`src/rtl/mem_access.sv`:
```
// MEM-stage data-bus controller: issues loads/stores on an SRAM-like req/addr_ok/data_ok bus,
// flags misaligned accesses, extends load data and stalls the pipeline until the access retires.
module mem_access #(
    parameter bit BUF_BYPASS = 1'b1
) (
    input  logic        clk,
    input  logic        rst,
    input  logic        flush,
    input  logic        stall,
    input  logic        ex_ren_i,
    input  logic        ex_wen_i,
    input  logic [2:0]  ex_mem_type_i,
    input  logic [31:0] ex_addr_i,
    input  logic [31:0] ex_wdata_i,
    input  logic        ex_has_exc_i,
    output logic        data_req,
    output logic        data_wr,
    output logic [1:0]  data_size,
    output logic [31:0] data_addr,
    output logic [31:0] data_wdata,
    input  logic        data_addr_ok,
    input  logic        data_data_ok,
    input  logic [31:0] data_rdata,
    output logic [31:0] mem_r_data_o,
    output logic        mem_adel_o,
    output logic        mem_ades_o,
    output logic        mem_stall_req
);

    typedef enum logic [1:0] {
        S_IDLE = 2'd0,
        S_REQ  = 2'd1,
        S_WAIT = 2'd2,
        S_DONE = 2'd3
    } state_t;

    localparam logic [2:0] MT_B  = 3'b000;
    localparam logic [2:0] MT_BU = 3'b001;
    localparam logic [2:0] MT_H  = 3'b010;
    localparam logic [2:0] MT_HU = 3'b011;

    function automatic logic is_misaligned(input logic [2:0] mt, input logic [1:0] off);
        logic mis;
        case (mt)
            MT_H, MT_HU: mis = off[0];
            MT_B, MT_BU: mis = 1'b0;
            default:     mis = (off != 2'b00);
        endcase
        return mis;
    endfunction

    function automatic logic [1:0] size_of(input logic [1:0] mt_hi);
        logic [1:0] sz;
        case (mt_hi)
            2'b00:   sz = 2'd0;
            2'b01:   sz = 2'd1;
            default: sz = 2'd2;
        endcase
        return sz;
    endfunction

    function automatic logic [31:0] store_lanes(input logic [1:0] sz, input logic [31:0] wd);
        logic [31:0] lanes;
        case (sz)
            2'd0:    lanes = {4{wd[7:0]}};
            2'd1:    lanes = {2{wd[15:0]}};
            default: lanes = wd;
        endcase
        return lanes;
    endfunction

    // Little-endian lane select followed by sign or zero extension.
    function automatic logic [31:0] load_extend(input logic [2:0] mt, input logic [1:0] off,
                                                input logic [31:0] rd);
        logic [7:0]  b;
        logic [15:0] h;
        logic [31:0] res;
        case (off)
            2'd0:    b = rd[7:0];
            2'd1:    b = rd[15:8];
            2'd2:    b = rd[23:16];
            default: b = rd[31:24];
        endcase
        h = off[1] ? rd[31:16] : rd[15:0];
        case (mt)
            MT_B:    res = {{24{b[7]}}, b};
            MT_BU:   res = {24'h000000, b};
            MT_H:    res = {{16{h[15]}}, h};
            MT_HU:   res = {16'h0000, h};
            default: res = rd;
        endcase
        return res;
    endfunction

    state_t      state_q, state_d;
    logic        abort_q, abort_d;
    logic [31:0] buf_q, buf_d;
    logic [31:0] addr_q, addr_d;
    logic [31:0] wdata_q, wdata_d;
    logic [2:0]  type_q, type_d;
    logic [1:0]  size_q, size_d;
    logic        wr_q, wr_d;

    logic        mis_s;
    logic        go_s;
    logic        abort_s;
    logic [1:0]  ex_size_s;
    logic [31:0] ex_lanes_s;
    logic [31:0] ld_ext_s;

    assign mis_s      = is_misaligned(ex_mem_type_i, ex_addr_i[1:0]);
    assign mem_adel_o = ex_ren_i & mis_s;
    assign mem_ades_o = ex_wen_i & mis_s;
    assign go_s       = (ex_ren_i | ex_wen_i) & ~mis_s & ~ex_has_exc_i & ~flush;
    assign abort_s    = abort_q | flush;
    assign ex_size_s  = size_of(ex_mem_type_i[2:1]);
    assign ex_lanes_s = store_lanes(ex_size_s, ex_wdata_i);
    assign ld_ext_s   = load_extend(type_q, addr_q[1:0], data_rdata);

    // Next-state, abort tracking, request capture and load buffer update.
    always_comb begin
        state_d = state_q;
        abort_d = abort_q;
        buf_d   = buf_q;
        addr_d  = addr_q;
        wdata_d = wdata_q;
        type_d  = type_q;
        size_d  = size_q;
        wr_d    = wr_q;
        case (state_q)
            S_IDLE: begin
                abort_d = 1'b0;
                if (go_s) begin
                    addr_d  = ex_addr_i;
                    wdata_d = ex_lanes_s;
                    type_d  = ex_mem_type_i;
                    size_d  = ex_size_s;
                    wr_d    = ex_wen_i;
                    state_d = data_addr_ok ? S_WAIT : S_REQ;
                end else begin
                    state_d = S_IDLE;
                end
            end
            S_REQ: begin
                if (flush) begin
                    abort_d = 1'b1;
                end else begin
                    abort_d = abort_q;
                end
                if (data_addr_ok) begin
                    state_d = S_WAIT;
                end else begin
                    state_d = S_REQ;
                end
            end
            S_WAIT: begin
                if (data_data_ok) begin
                    if (abort_s) begin
                        // Aborted access: the returning data is dropped, buffer untouched.
                        abort_d = 1'b0;
                        state_d = S_IDLE;
                    end else begin
                        if (!wr_q) begin
                            buf_d = ld_ext_s;
                        end else begin
                            buf_d = buf_q;
                        end
                        if (!BUF_BYPASS || stall) begin
                            state_d = S_DONE;
                        end else begin
                            state_d = S_IDLE;
                        end
                    end
                end else begin
                    abort_d = abort_s;
                    state_d = S_WAIT;
                end
            end
            S_DONE: begin
                if (flush || !stall) begin
                    state_d = S_IDLE;
                end else begin
                    state_d = S_DONE;
                end
            end
            default: begin
                abort_d = 1'b0;
                state_d = S_IDLE;
            end
        endcase
    end

    // Bus drive, stall request and load result; the bus is fed from the captured request once issued.
    always_comb begin
        data_req      = 1'b0;
        data_wr       = wr_q;
        data_size     = size_q;
        data_addr     = addr_q;
        data_wdata    = wdata_q;
        mem_stall_req = 1'b0;
        mem_r_data_o  = 32'h0000_0000;
        case (state_q)
            S_IDLE: begin
                if (go_s) begin
                    data_req      = 1'b1;
                    data_wr       = ex_wen_i;
                    data_size     = ex_size_s;
                    data_addr     = ex_addr_i;
                    data_wdata    = ex_lanes_s;
                    mem_stall_req = 1'b1;
                end else begin
                    mem_stall_req = 1'b0;
                end
            end
            S_REQ: begin
                data_req      = 1'b1;
                mem_stall_req = abort_s ? go_s : 1'b1;
            end
            S_WAIT: begin
                if (abort_s) begin
                    // Hold any younger memory op until the orphaned access drains.
                    mem_stall_req = go_s;
                end else if (data_data_ok) begin
                    mem_stall_req = ~BUF_BYPASS;
                    if (BUF_BYPASS && !wr_q) begin
                        mem_r_data_o = ld_ext_s;
                    end else begin
                        mem_r_data_o = 32'h0000_0000;
                    end
                end else begin
                    mem_stall_req = 1'b1;
                end
            end
            S_DONE: begin
                mem_stall_req = 1'b0;
                mem_r_data_o  = wr_q ? 32'h0000_0000 : buf_q;
            end
            default: begin
                mem_stall_req = 1'b0;
            end
        endcase
    end

    // State and request registers with synchronous reset.
    always_ff @(posedge clk) begin
        if (rst) begin
            state_q <= S_IDLE;
            abort_q <= 1'b0;
            buf_q   <= 32'h0000_0000;
            addr_q  <= 32'h0000_0000;
            wdata_q <= 32'h0000_0000;
            type_q  <= 3'b000;
            size_q  <= 2'd0;
            wr_q    <= 1'b0;
        end else begin
            state_q <= state_d;
            abort_q <= abort_d;
            buf_q   <= buf_d;
            addr_q  <= addr_d;
            wdata_q <= wdata_d;
            type_q  <= type_d;
            size_q  <= size_d;
            wr_q    <= wr_d;
        end
    end

endmodule

```
`config.mk`:
```
export PLATFORM = sky130hd
export DESIGN_NAME = mem_access
export DESIGN_NICKNAME = d
export VERILOG_FILES = /design/src/rtl/mem_access.sv
export SDC_FILE = /design/constraint.sdc
export NUM_CORES = 1
export LEC_CHECK = 0
export CAP_MARGIN = 25
export CORE_ASPECT_RATIO = 0.9
export CORE_MARGIN = 2
export CORE_UTILIZATION = 45
export CTS_BUF_LIST = sky130_fd_sc_hd__clkbuf_16
export DETAILED_ROUTE_END_ITERATION = 12
export DONT_BUFFER_PORTS = 1
export MAX_ROUTING_LAYER = met4
export PLACE_DENSITY_LB_ADDON = 0.3
export SYNTH_ARGS = -nofsm -noshare
export SYNTH_HDL_FRONTEND = slang
export SYNTH_SLANG_ARGS = --single-unit
export TNS_END_PERCENT = 30
```
`constraint.sdc`:
```
create_clock -name clk -period 2.2 [get_ports clk]
set_input_delay 0.22 -clock clk [delete_from_list [all_inputs] [get_ports clk]]
set_output_delay 0.22 -clock clk [all_outputs]
set_load 0.01 [all_outputs]
```
# ---- Word-level counts from Yosys, hierarchy flattened
# Cells that the tools add are included.
# Widths: inputs -> output; s select.
dict set report word_totals {
  reg_bits 105
  inputBits 108
  output_inout_bits 103
}
dict set report classes {
  eq_ne 15
  mux 36
  n_bitwise 12
  n_reduce_logical 15
}
# operator n
set ops {}
lappend ops {{$mux 32} 8}
lappend ops {{$pmux 32 s2} 2}
lappend ops {{$pmux 32 s4} 1}
lappend ops {{$pmux 8 s3} 1}
lappend ops {{$mux 16} 1}
lappend ops {{$mux 2} 8}
lappend ops {{$eq 3x2->1 const B} 4}
lappend ops {{$mux 1} 9}
lappend ops {{$eq 2x1->1 const B} 4}
lappend ops {{$logic_not 2->1} 4}
lappend ops {{$pmux 2 s4} 1}
lappend ops {{$eq 2x2->1 const B} 3}
lappend ops {{$eq 3x1->1 const B} 2}
lappend ops {{$logic_not 3->1} 2}
lappend ops {{$and 1x1->1} 5}
lappend ops {{$not 1->1} 5}
lappend ops {{$pmux 1 s2} 2}
lappend ops {{$pmux 1 s4} 1}
lappend ops {{$pmux 2 s2} 1}
lappend ops {{$reduce_and 4->1} 1}
lappend ops {{$reduce_or 2->1} 2}
lappend ops {{$ne 3x3->1 const B} 1}
lappend ops {{$pmux 1 s3} 1}
lappend ops {{$reduce_and 3->1} 1}
lappend ops {{7 further kinds} 8}

# ---- Logic depth before layout (Yosys ltp)
dict set report depth {
  depth_word 9
  mapped_depth 9
  depth_no_buf 6
}

# ---- Least setup slack after synthesis
# Ideal clock, no wire load.
dict set report synth_path {
  path_kind {flip-flop to output port}
  startpoint {register state_q[0]}
  endpoint {output port mem_r_data_o[21]}
  arrival_time_ns 2.041
  setup_slack_ns -0.061
  path_stages_with_launch 9
  n_path_buf 2
  cell_sequence {dfxtp_1 inv_1 ha_1 nand2_2 or4_1 buf_4 a2111oi_4 buf_6 a221o_1}
}
dict set report synth_via {
  elab_chain_len 2
  elab_cells_between_ends 3
  classes_between {2 x eq/ne; 1 x mux}
}
# item line_no
set synth_lines {}
lappend synth_lines {{start: declaration} 95} ;# state_t state_q, state_d;
lappend synth_lines {{start signal: assignment} 256} ;# state_q <= state_d;
lappend synth_lines {{$eq 2x2->1} 202} ;# case (state_q)
lappend synth_lines {{$pmux 32 s2 *} 202}
lappend synth_lines {{end: declaration} 24} ;# output logic [31:0] mem_r_data_o,
# Every way passes the cells marked *; elsewhere a longest branch is shown, timed or not.

# ---- Worst setup path in the final report
dict set report layout_path {
  startpoint {register state_q[0]}
  endpoint {output port mem_r_data_o[24]}
}
# Same word-level chain as after synthesis.

==> run summary <==
TritonCTS clock tree: built
xor and xnor area share after synthesis: 0%
routed vias/inst: 6.10
first-pass GRT wire length: 23800 um
commonest non-fill, non-tap cell in the layout: dfxtp_1
synthesized area per cell: 9.05 um2
DRT Pass-1 Iters: 5
number of fill cells in the layout: 1070
drt total wl: 16300 um
Die Ht: 109 um
area share of the leading cell type in the synthesized netlist: 38.2%
Mapped Nets: 721
clk root buf: clkbuf_16
number of buffers on the longest clock path: 2
minimum clock period after layout: 2370 ps
Die Wd: 121 um
crit path cell chain: inv_2 -> ha_4 -> nand2_4 -> or4_4 -> a2111oi_4 -> buf_4 -> clkbuf_16 -> a221o_1
WP data arrival: 2150 ps
final setup TNS: -2770 ps
Mapped Cells: 608
asr flop ratio synth: 0%
outcome: finished with violations
Cell Area, Synth: 0.00551 mm2
initial antenna violation count: 0
Hold Vio Cnt, Final: 0
worst setup margin: -174 ps
fraction of the mapped netlist area in adder cells: 1.14%
largest net degree at the start of global routing: 61
Least-Margin Pin Slew: 856 ps
P&R area growth vs syn: 18.2%
post-synth top area cell: dfxtp_1
main combinational cell family by area after synthesis: compound AO/OA/AOI/OAI gates
Sink Count: 105
CP Launch Type: register
Post-Synth Simple-Gate Area: 16.2%
crit path max fanout: 8
fin crit share: 108%
sequential area share after synthesis: 38.2%
Place WS: 75.4 ps
Lkg Pwr: 0.00252 uW
failing checks: negative setup slack
synthesis-stage register bit count: 105
Post-synth EDFFs: 0
mux share of post-synthesis cell area: 14.0%
most frequent cells in the layout: dfxtp_1, a21oi_1, mux2_2
Synth area leaders: dfxtp_1, mux2_2, a21oi_1, and2_1, a32o_1
slowest CP cell: or4_4
io pins: 211
CTS Buf Count: 9
main flop type after synthesis: dfxtp_1
skew final: 7.59 ps
Hold Crit Class: input port to register
Setup violations, final: 27
Final Core Density: 54.3%
vias in the first global route: 4427
H-Tree Depth: 3
P per Cell Area: 620 mW/mm2
Core Area: 0.0120 mm2
HPWL Detailed: 11400 um
Worst Path Required: 1980 ps
post-synth cell types: 51
CP max stage delay: 470 ps
Final Net Count: 733
Iteration-0 DRC Markers: 410
diode count: 0
worst skew pair latency: 360 ps
wire per inst: 20.7 um
DRC viols: 0
IO Port Bufs: 0
max-cap viol count: 0
Final Max Slew Viols: 0
Synth Area in Compound Gates: 25.0%
R2R cell count: 7
GRT Util Overall: 24.0%
Rows: 38
hold depth: 2
RSZ-0062 raised after global routing: true
full die area: 0.0131 mm2
Vias: 4787
total congestion overflow: 0
CP Class: register to output port
Worst VDD drop: 538 uV
clock slew at reported path FFs: 70 ps
layout cells sized above 1: 29.0%
fmax: 0.421 GHz
Starting Density: 45.9%
Register-to-Register Setup Slack: 280 ps
Ys Warns: 0
gpl congestion: 0.915
Slew HR: 42.8%
Routed Antenna Nets: 0
Crit. End Element: output port
## timing repair
item / 4_1_cts / 5_1_grt
hold buffers: 2 / 0
pin swaps: 3 / 15
setup buffers: 0 / 18
gates cloned: 0 / 3
hold endpoints to repair: 55 / 0
setup endpoints to repair: 45 / 97
resized for setup: 10 / 49
## final cells by class
cell class | count | area, um2 | share of cell area [%]
clock buffers | 9 | 225 | 3.46
clock inverters | 7 | 53.8 | 0.827
inverters | 15 | 58.8 | 0.903
multi-input cells | 433 | 3300 | 50.6
flip-flops and latches | 105 | 2120 | 32.5
well taps | 160 | 200 | 3.08
repair buffers | 56 | 557 | 8.55
## registers in the layout, summed over array words and instances (netlist names)
| signal | flops |
|---|---|
| state_q | 2 |
| abort_q | 1 |
| size_q | 2 |
| wdata_q | 32 |
| wr_q | 1 |
| type_q | 3 |
| buf_q | 32 |
| addr_q | 32 |
## through the flow
step | cells | cell area, um2 | total power (uW) | hold WS (ps)
after global placement | 746 | 5770 | 2460 | 299
after detailed placement | 746 | 5770 | 2480 | 302
final | 785 | 6510 | 4040 | 19.1
after floorplan | 608 | 5510 | 2390 | 356
after global routing | 785 | 6510 | 4220 | 18.7
after CTS | 764 | 6110 | 4030 | 10.0
## worst paths after layout
| check | from | to |
|---|---|---|
| setup / recovery | state_q[0] | mem_r_data_o[24] |
| hold / removal | ex_mem_type_i[0] | type_q[0] |
| setup reg to reg | state_q[0] | buf_q[24] |
| hold reg to reg | buf_q[7] | buf_q[7] |
## metal layers
metal | up-vias | wire length (um) | track usage, %
li1 | 2255 | - | -
met1 | 2317 | 6930 | 30.1
met2 | 192 | 7800 | 37.4
met3 | 23 | 1250 | 7.27
met4 | 0 | 277 | 7.23
met5 | - | 0 | -
## report_power, final
group,switching [uW],internal (uW)
sequential,22.4,1950
clock,747,777
combinational,313,230
## kinds of logic (layout without fill, tap and decap cells)
kind of cell | after synthesis | count (layout)
adder cells (fa/ha/maj) | 5 | 5
multiplexers | 69 | 69
buffers and inverters | 71 | 87
AO/OA/AOI/OAI | 185 | 186
AND/OR/NAND/NOR | 173 | 173
flip-flops | 105 | 105
## critical path, delay by kind of cell, from the launching register on
kind	cells	cell delay (ps)
adders and majority gates	1	150
DFF	1	330
AOI/OAI and AO/OA	2	370
buffers and inverters	3	430
and+or+nand+nor	2	530
## synth_stat cells, types with 11 or more instances
library cell and number:
a211oi_1 24, a21oi_1 58, a221o_1 16, a22oi_1 15
a32o_1 18, and2_1 41, and3_1 11, buf_2 11
clkbuf_1 35, dfxtp_1 105, inv_1 15, mux2_2 54
mux2i_1 14, nand2_1 39, nand2b_1 18, nor2_1 40
Note: power is estimated with default switching activity, not from simulation.
